$ cat config.mk
export PLATFORM = sky130hd
export DESIGN_NAME = filter_5x5_frame_ctrl_flat
export DESIGN_NICKNAME = d
export VERILOG_FILES = /design/src/rtl/filter_5x5_frame_ctrl_if.sv /design/src/rtl/filter_5x5_frame_ctrl.sv /design/src/flat_wrapper.sv
export SDC_FILE = /design/constraint.sdc
export NUM_CORES = 1
export LEC_CHECK = 0
export CAP_MARGIN = 5
export CORE_ASPECT_RATIO = 0.7
export CORE_MARGIN = 2
export CORE_UTILIZATION = 23
export CTS_CLUSTER_SIZE = 16
export DETAILED_ROUTE_END_ITERATION = 10
export PLACE_DENSITY = 0.51
export SYNTH_ARGS = -nofsm -noshare
export SYNTH_HDL_FRONTEND = slang
export SYNTH_SLANG_ARGS = --single-unit
$ cat constraint.sdc
create_clock -name clk -period 10.7 [get_ports clk]
set_input_delay 1.07 -clock clk [delete_from_list [all_inputs] [get_ports clk]]
set_output_delay 1.07 -clock clk [all_outputs]
set_load 0.02 [all_outputs]
$ cat src/rtl/filter_5x5_frame_ctrl_if.sv
// Video timing bundle seen by the 5x5 filter core input.
// The video source drives it (master) and the frame controller monitors it (slave).
interface filter_5x5_frame_ctrl_if;
    logic vs_i;   // 0 = vertical blank, 1 = frame active
    logic hs_i;   // 0 = line period, 1 = horizontal blank
    logic de_i;   // pixel valid

    modport master (output vs_i, hs_i, de_i);
    modport slave  (input  vs_i, hs_i, de_i);
endinterface

$ cat src/rtl/filter_5x5_frame_ctrl.sv
// Frame-level controller for the 5x5 window filter core.
// It measures each frame's active width and height from vs/hs/de and checks them
// against the line-buffer depth and the window size. It switches the core's bypass
// only at frame start, and publishes geometry and error flags once per frame.
// Timing: vs/hs/de are sampled once. All edge detection and pixel counting work on
// these sampled copies, so line ends, frame ends and pixels stay aligned.
// state_o exposes the FSM state (0 = SYNC, 1 = VBLANK, 2 = ACTIVE).
module filter_5x5_frame_ctrl #(
    parameter int LINE_SIZE_MAX = 1024,
    parameter int WIN           = 5,
    parameter bit AUTO_BYPASS   = 1'b1,
    parameter int CNT_W         = 16
) (
    input  logic                    clk,
    input  logic                    rst_n,
    filter_5x5_frame_ctrl_if.slave  vid,
    input  logic                    bypass_req,
    output logic                    bypass_o,
    output logic                    frame_done,
    output logic                    frame_ok,
    output logic                    err_width,
    output logic                    err_height,
    output logic                    err_ragged,
    output logic [CNT_W-1:0]        width_o,
    output logic [CNT_W-1:0]        height_o,
    output logic [CNT_W-1:0]        out_width_o,
    output logic [CNT_W-1:0]        out_height_o,
    output logic [CNT_W-1:0]        frame_cnt_o,
    output logic [1:0]              state_o
);

    localparam logic [CNT_W-1:0] PIX_SAT = CNT_W'(LINE_SIZE_MAX + 1);
    localparam logic [CNT_W-1:0] LMAX_C  = CNT_W'(LINE_SIZE_MAX);
    localparam logic [CNT_W-1:0] WIN_C   = CNT_W'(WIN);
    localparam logic [CNT_W-1:0] ADJ_C   = CNT_W'(WIN - 1);
    localparam logic [CNT_W-1:0] CNT_MAX = '1;

    typedef enum logic [1:0] {SYNC = 2'd0, VBLANK = 2'd1, ACTIVE = 2'd2} state_t;

    state_t           state, state_n;
    logic             vs_q, vs_d, hs_q, hs_d, de_q;
    logic [CNT_W-1:0] pix_cnt, pix_n;
    logic [CNT_W-1:0] ref_w, ref_n;
    logic [CNT_W-1:0] line_cnt, line_n;
    logic             ragged, rag_n;
    logic             force_q;
    logic             load_bypass, publish;
    logic             frame_start, frame_end, line_end, pix_inc, close_line;
    logic             e_w, e_h, ok_n;

    assign state_o     = state;
    assign frame_start = vs_q & ~vs_d;
    assign frame_end   = ~vs_q & vs_d;
    assign line_end    = hs_q & ~hs_d;
    assign pix_inc     = de_q & vs_q;
    // A frame end closes a still-open line, so the last line counts even when
    // hs never rises before vs falls.
    assign close_line  = (line_end | frame_end) & (pix_cnt != '0);

    // Sample the video timing; reset to "active/blank" so a frame already in
    // progress at reset release never produces a false frame start.
    always_ff @(posedge clk or negedge rst_n) begin
        if (!rst_n) begin
            vs_q <= 1'b1;
            vs_d <= 1'b1;
            hs_q <= 1'b1;
            hs_d <= 1'b1;
            de_q <= 1'b0;
        end else begin
            vs_q <= vid.vs_i;
            vs_d <= vs_q;
            hs_q <= vid.hs_i;
            hs_d <= hs_q;
            de_q <= vid.de_i;
        end
    end

    // Next-state logic plus next values of the per-frame measurement counters.
    always_comb begin
        state_n     = state;
        pix_n       = pix_cnt;
        ref_n       = ref_w;
        line_n      = line_cnt;
        rag_n       = ragged;
        load_bypass = 1'b0;
        publish     = 1'b0;
        case (state)
            SYNC: begin
                if (!vs_q) state_n = VBLANK;
            end
            VBLANK: begin
                if (frame_start) begin
                    state_n     = ACTIVE;
                    load_bypass = 1'b1;
                    pix_n       = CNT_W'(pix_inc);
                    ref_n       = '0;
                    line_n      = '0;
                    rag_n       = 1'b0;
                end
            end
            ACTIVE: begin
                if (close_line) begin
                    if (line_cnt == '0) ref_n = pix_cnt;
                    else if (pix_cnt != ref_w) rag_n = 1'b1;
                    if (line_cnt != CNT_MAX) line_n = line_cnt + 1'b1;
                    // A pixel arriving in the line-end cycle belongs to the next line.
                    pix_n = CNT_W'(pix_inc);
                end else if (pix_inc && (pix_cnt != PIX_SAT)) begin
                    pix_n = pix_cnt + 1'b1;
                end
                if (frame_end) begin
                    state_n = VBLANK;
                    publish = 1'b1;
                end
            end
            default: state_n = SYNC;
        endcase
    end

    // Frame verdict from the counters as they stand once the final line is closed.
    always_comb begin
        e_w  = (ref_n < WIN_C) | (ref_n > LMAX_C);
        e_h  = (line_n < WIN_C);
        ok_n = ~(e_w | e_h | rag_n);
    end

    // State register and per-frame measurement counters.
    always_ff @(posedge clk or negedge rst_n) begin
        if (!rst_n) begin
            state    <= SYNC;
            pix_cnt  <= '0;
            ref_w    <= '0;
            line_cnt <= '0;
            ragged   <= 1'b0;
        end else begin
            state    <= state_n;
            pix_cnt  <= pix_n;
            ref_w    <= ref_n;
            line_cnt <= line_n;
            ragged   <= rag_n;
        end
    end

    // Publish results at frame end. Bypass changes only at frame start, with a
    // forced bypass after a bad frame.
    always_ff @(posedge clk or negedge rst_n) begin
        if (!rst_n) begin
            bypass_o     <= 1'b1;
            force_q      <= 1'b0;
            frame_done   <= 1'b0;
            frame_ok     <= 1'b0;
            err_width    <= 1'b0;
            err_height   <= 1'b0;
            err_ragged   <= 1'b0;
            width_o      <= '0;
            height_o     <= '0;
            out_width_o  <= '0;
            out_height_o <= '0;
            frame_cnt_o  <= '0;
        end else begin
            frame_done <= publish;
            if (load_bypass) bypass_o <= bypass_req | (AUTO_BYPASS & force_q);
            if (publish) begin
                width_o      <= ref_n;
                height_o     <= line_n;
                err_width    <= e_w;
                err_height   <= e_h;
                err_ragged   <= rag_n;
                frame_ok     <= ok_n;
                force_q      <= ~ok_n;
                out_width_o  <= ok_n ? (ref_n - ADJ_C) : '0;
                out_height_o <= ok_n ? (line_n - ADJ_C) : '0;
                frame_cnt_o  <= frame_cnt_o + 1'b1;
            end
        end
    end

endmodule
$ cat src/flat_wrapper.sv
// flat-port wrapper written by rule: the top's interface ports become plain ports
module filter_5x5_frame_ctrl_flat 
#(
    parameter int LINE_SIZE_MAX = 1024,
    parameter int WIN           = 5,
    parameter bit AUTO_BYPASS   = 1'b1,
    parameter int CNT_W         = 16
)
  (clk, rst_n, bypass_req, bypass_o, frame_done, frame_ok, err_width, err_height, err_ragged, width_o, height_o, out_width_o, out_height_o, frame_cnt_o, state_o, vid_vs_i, vid_hs_i, vid_de_i);
  filter_5x5_frame_ctrl_if vid_i ();
  input  logic clk;
  input  logic rst_n;
  input  logic bypass_req;
  output logic bypass_o;
  output logic frame_done;
  output logic frame_ok;
  output logic err_width;
  output logic err_height;
  output logic err_ragged;
  output logic [CNT_W-1:0] width_o;
  output logic [CNT_W-1:0] height_o;
  output logic [CNT_W-1:0] out_width_o;
  output logic [CNT_W-1:0] out_height_o;
  output logic [CNT_W-1:0] frame_cnt_o;
  output logic [1:0] state_o;
  input wire logic [$bits(vid_i.vs_i)-1:0] vid_vs_i;
  input wire logic [$bits(vid_i.hs_i)-1:0] vid_hs_i;
  input wire logic [$bits(vid_i.de_i)-1:0] vid_de_i;
  assign vid_i.vs_i = vid_vs_i;
  assign vid_i.hs_i = vid_hs_i;
  assign vid_i.de_i = vid_de_i;
  filter_5x5_frame_ctrl #(.LINE_SIZE_MAX(LINE_SIZE_MAX), .WIN(WIN), .AUTO_BYPASS(AUTO_BYPASS), .CNT_W(CNT_W)) u_core (.clk(clk), .rst_n(rst_n), .vid(vid_i), .bypass_req(bypass_req), .bypass_o(bypass_o), .frame_done(frame_done), .frame_ok(frame_ok), .err_width(err_width), .err_height(err_height), .err_ragged(err_ragged), .width_o(width_o), .height_o(height_o), .out_width_o(out_width_o), .out_height_o(out_height_o), .frame_cnt_o(frame_cnt_o), .state_o(state_o));
endmodule
==> metrics.yaml <==
run_status: "complete, no violations"
antenna_left: 0
drt-total-wl_um: 21000
grt_max_degree: 84
cts_sinks: 143
areaGrowthSynthToFinish_pct: 25.7
grt_pass1_vias: 5720
clkTransAtPathRegs_ns: 0.07
ctsHtreeMaxLevel: 4
ys.warnings.count: 0
end_kind: "flip-flop"
n_antenna_cell: 0
reg2regPathDepth: 16
placed_cell_area_um2: 8500
port_buffers: 93
synth-edff-count: 0
numCtsBuffers: 17
startpoint_type: "flip-flop"
overflow: 0
hold_end: "u_core.hs_d$_DFF_PN1_"
r2r_slack_ns: 5.90
row_count: 54
yosys.cell_types.count: 69
critPathMaxFanout: 34
rsz0062_at_grt: "no"
worst_slew_pin_slew_ns: 1.19
fin_area_um2: 9030
drt_iter0_markers: 578
die_y_um: 152
die_area_um2: 32700
max_freq_mhz: 208
busiest_layer: "met1"
tns_ns: 0
routed_via_density: 4.64
worstHoldPathCells: 0
setup.worst_path.start: "u_core.pix_cnt[0]$_DFFE_PN0P_"
fin_crit_ns: 4.80
dr_total_vias: 5909
relSlewSlack: 0.201
cts_max_path_buffers: 2
synthFlopType: "dfrtp_1"
ys_ff_latch: 143
use_met1: 0.210
finalSetupViolations: 0
async_reset_ff_frac: 1.00
antenna_found_initial: 0
finalCritPeriodShare: 0.449
postCtsSetupBuffers: 0
syn-cell-area_um2: 7180
drc: 0
cts_resized: 0
place_hpwl_um: 15100
grtUsageMet2: 0.167
criticalPathCategory: "reg -> reg"
timing.rr.start: "u_core.pix_cnt[0]$_DFFE_PN0P_"
dr.pass1.iters: 7
p_leak_nw: 4.05
ys_seq_area_frac: 0.499
slew_viol_final: 0
hold_violations: 0
drive_gt1_frac: 0.0773
r2r-end: "u_core.out_height_o[8]$_DFFE_PN0P_"
synthesis.instances: 766
min_from: "u_core.hs_q$_DFF_PN1_"
synth_nets: 787
die_w_um: 215
skew_ns: 0.0112
num_io_pins: 94
vdd_drop_max_uv: 113
gp_congestion: 0.900
wl_per_cell_um: 16.5
grt_use_met3: 0.0372
fill_cells: 3332
nets: 864
cts_tree: "yes"
track_usage: 0.132
start_util: 0.232
cap_violations: 0
powerDensity_nw_per_um2: 158
hold_path.class: "reg -> reg"
cp.arrival_ns: 5.08
grt_pass1_wl_um: 34000
clk_latency_ns: 0.43
core_region_area_um2: 30900
cts_hold_buf: 0
cp.required_ns: 10.97
syn_avg_cell_area_um2: 9.38
cts-root-buf: "clkbuf_16"
## synth_stat cells (all sizes together), types with 4 or more instances
library cell  number  area share
o31ai              5      0.0052
and4               5      0.0061
dfrtp            138        0.48
xor2              33       0.040
and2               4      0.0035
a31oi             11      0.0096
inv               30       0.016
xnor2             26       0.032
dfstp              5       0.018
nand4             18       0.016
nor3              15       0.011
and3               8      0.0070
ha                15       0.026
or3                4      0.0035
a21oi             17       0.012
o21ai             74       0.053
a22o              10       0.012
o21a               4      0.0042
nand3             27       0.022
or4                6      0.0064
o211ai             6      0.0063
buf               18       0.015
nand2            145       0.076
clkbuf            25       0.013
a22oi              9       0.011
nor2              50       0.026
nor4              16       0.019
## power by group
group | total (W) | leakage, nW | internal, W | switching, W
Combinational | 0.000294 | 1.83 | 0.0000817 | 0.000213
Clock | 0.000548 | 0.255 | 0.000301 | 0.000247
Sequential | 0.000585 | 1.97 | 0.000561 | 0.0000236
## area by class of cell
| type | count | area, um^2 | area share |
|---|---|---|---|
| well taps | 420 | 526 | 0.0582 |
| multi-input cells | 549 | 3280 | 0.364 |
| repair buffers | 101 | 992 | 0.110 |
| inverters | 31 | 116 | 0.0129 |
| clock buffers | 18 | 439 | 0.0486 |
| clock inverters | 12 | 90.1 | 0.00998 |
| flip-flops and latches | 143 | 3580 | 0.397 |
## critical path, cell delays in order (launching register included)
cell,delay (ns)
dfrtp_1,0.54
inv_1,0.11
ha_1,0.20
nor4b_1,0.15
and4_1,0.30
or3_1,0.48
nor2_2,0.58
a22oi_1,0.34
ha_1,0.32
a21boi_0,0.21
o21a_1,0.13
o21ai_0,0.07
a221oi_1,0.34
a2111oi_1,0.11
and2b_1,0.23
o21ai_4,0.32
o21ai_0,0.20
## registers in the layout, indices dropped and copies added, names as in the netlist, 2 cells and up
name,flops
u_core.state_o,2
u_core.ref_w,16
u_core.line_cnt,16
u_core.width_o,16
u_core.out_height_o,16
u_core.frame_cnt_o,16
u_core.pix_cnt,16
u_core.out_width_o,16
u_core.height_o,16
## placed cells by master (no fill, tap or decap), types with 18 or more instances in the layout
cell and n:
o21ai_0 51, nand3_1 24, nor2_1 49, clkdlybuf4s50_1 92
dfrtp_1 138, nand2_1 144, inv_1 29, o21ai_1 22
xor2_1 33, xnor2_1 26, nand4_1 18
## logic make-up after synthesis
kind of cell	after synthesis	share of synthesized area
AOI/OAI and AO/OA	162	0.145
xor gates and xnor gates	59	0.0720
adders and majority gates	15	0.0261
buffers and inverters	74	0.0441
DFF	143	0.499
muxes	2	0.00314
and+or+nand+nor	311	0.210
## per-stage QoR
step	utilization	setup WS, ns	hold slack, ns	total power (W)	instances
after floorplan	-	6.83	0.351	0.000770	766
after global placement	0.275	6.12	0.358	0.000890	1244
after detailed placement	0.275	5.91	0.360	0.000889	1244
after CTS	0.292	5.91	0.368	0.00145	1274
after global routing	0.292	5.42	0.375	0.00150	1274
final	0.292	5.90	0.367	0.00143	1274
## how the worst max path moves through the flow
stage | cells past startpoint | endpoint | slack [ns]
6_report | 16 | u_core.out_height_o[8]$_DFFE_PN0P_ | 5.90
5_1_grt | 16 | u_core.out_height_o[10]$_DFFE_PN0P_ | 5.42
4_1_cts | 16 | u_core.out_height_o[10]$_DFFE_PN0P_ | 5.91
3_5_place_dp | 16 | u_core.out_height_o[7]$_DFFE_PN0P_ | 5.91
3_3_place_gp | 16 | u_core.out_height_o[12]$_DFFE_PN0P_ | 6.12
2_1_floorplan | 20 | u_core.out_height_o[10]$_DFFE_PN0P_ | 6.83
## metal layers
metal,up-vias,part of all wire
met5,-,0
met4,0,0.019
met3,33,0.070
met2,191,0.38
met1,2847,0.53
li1,2838,-
(Power assumes the default switching activity.)
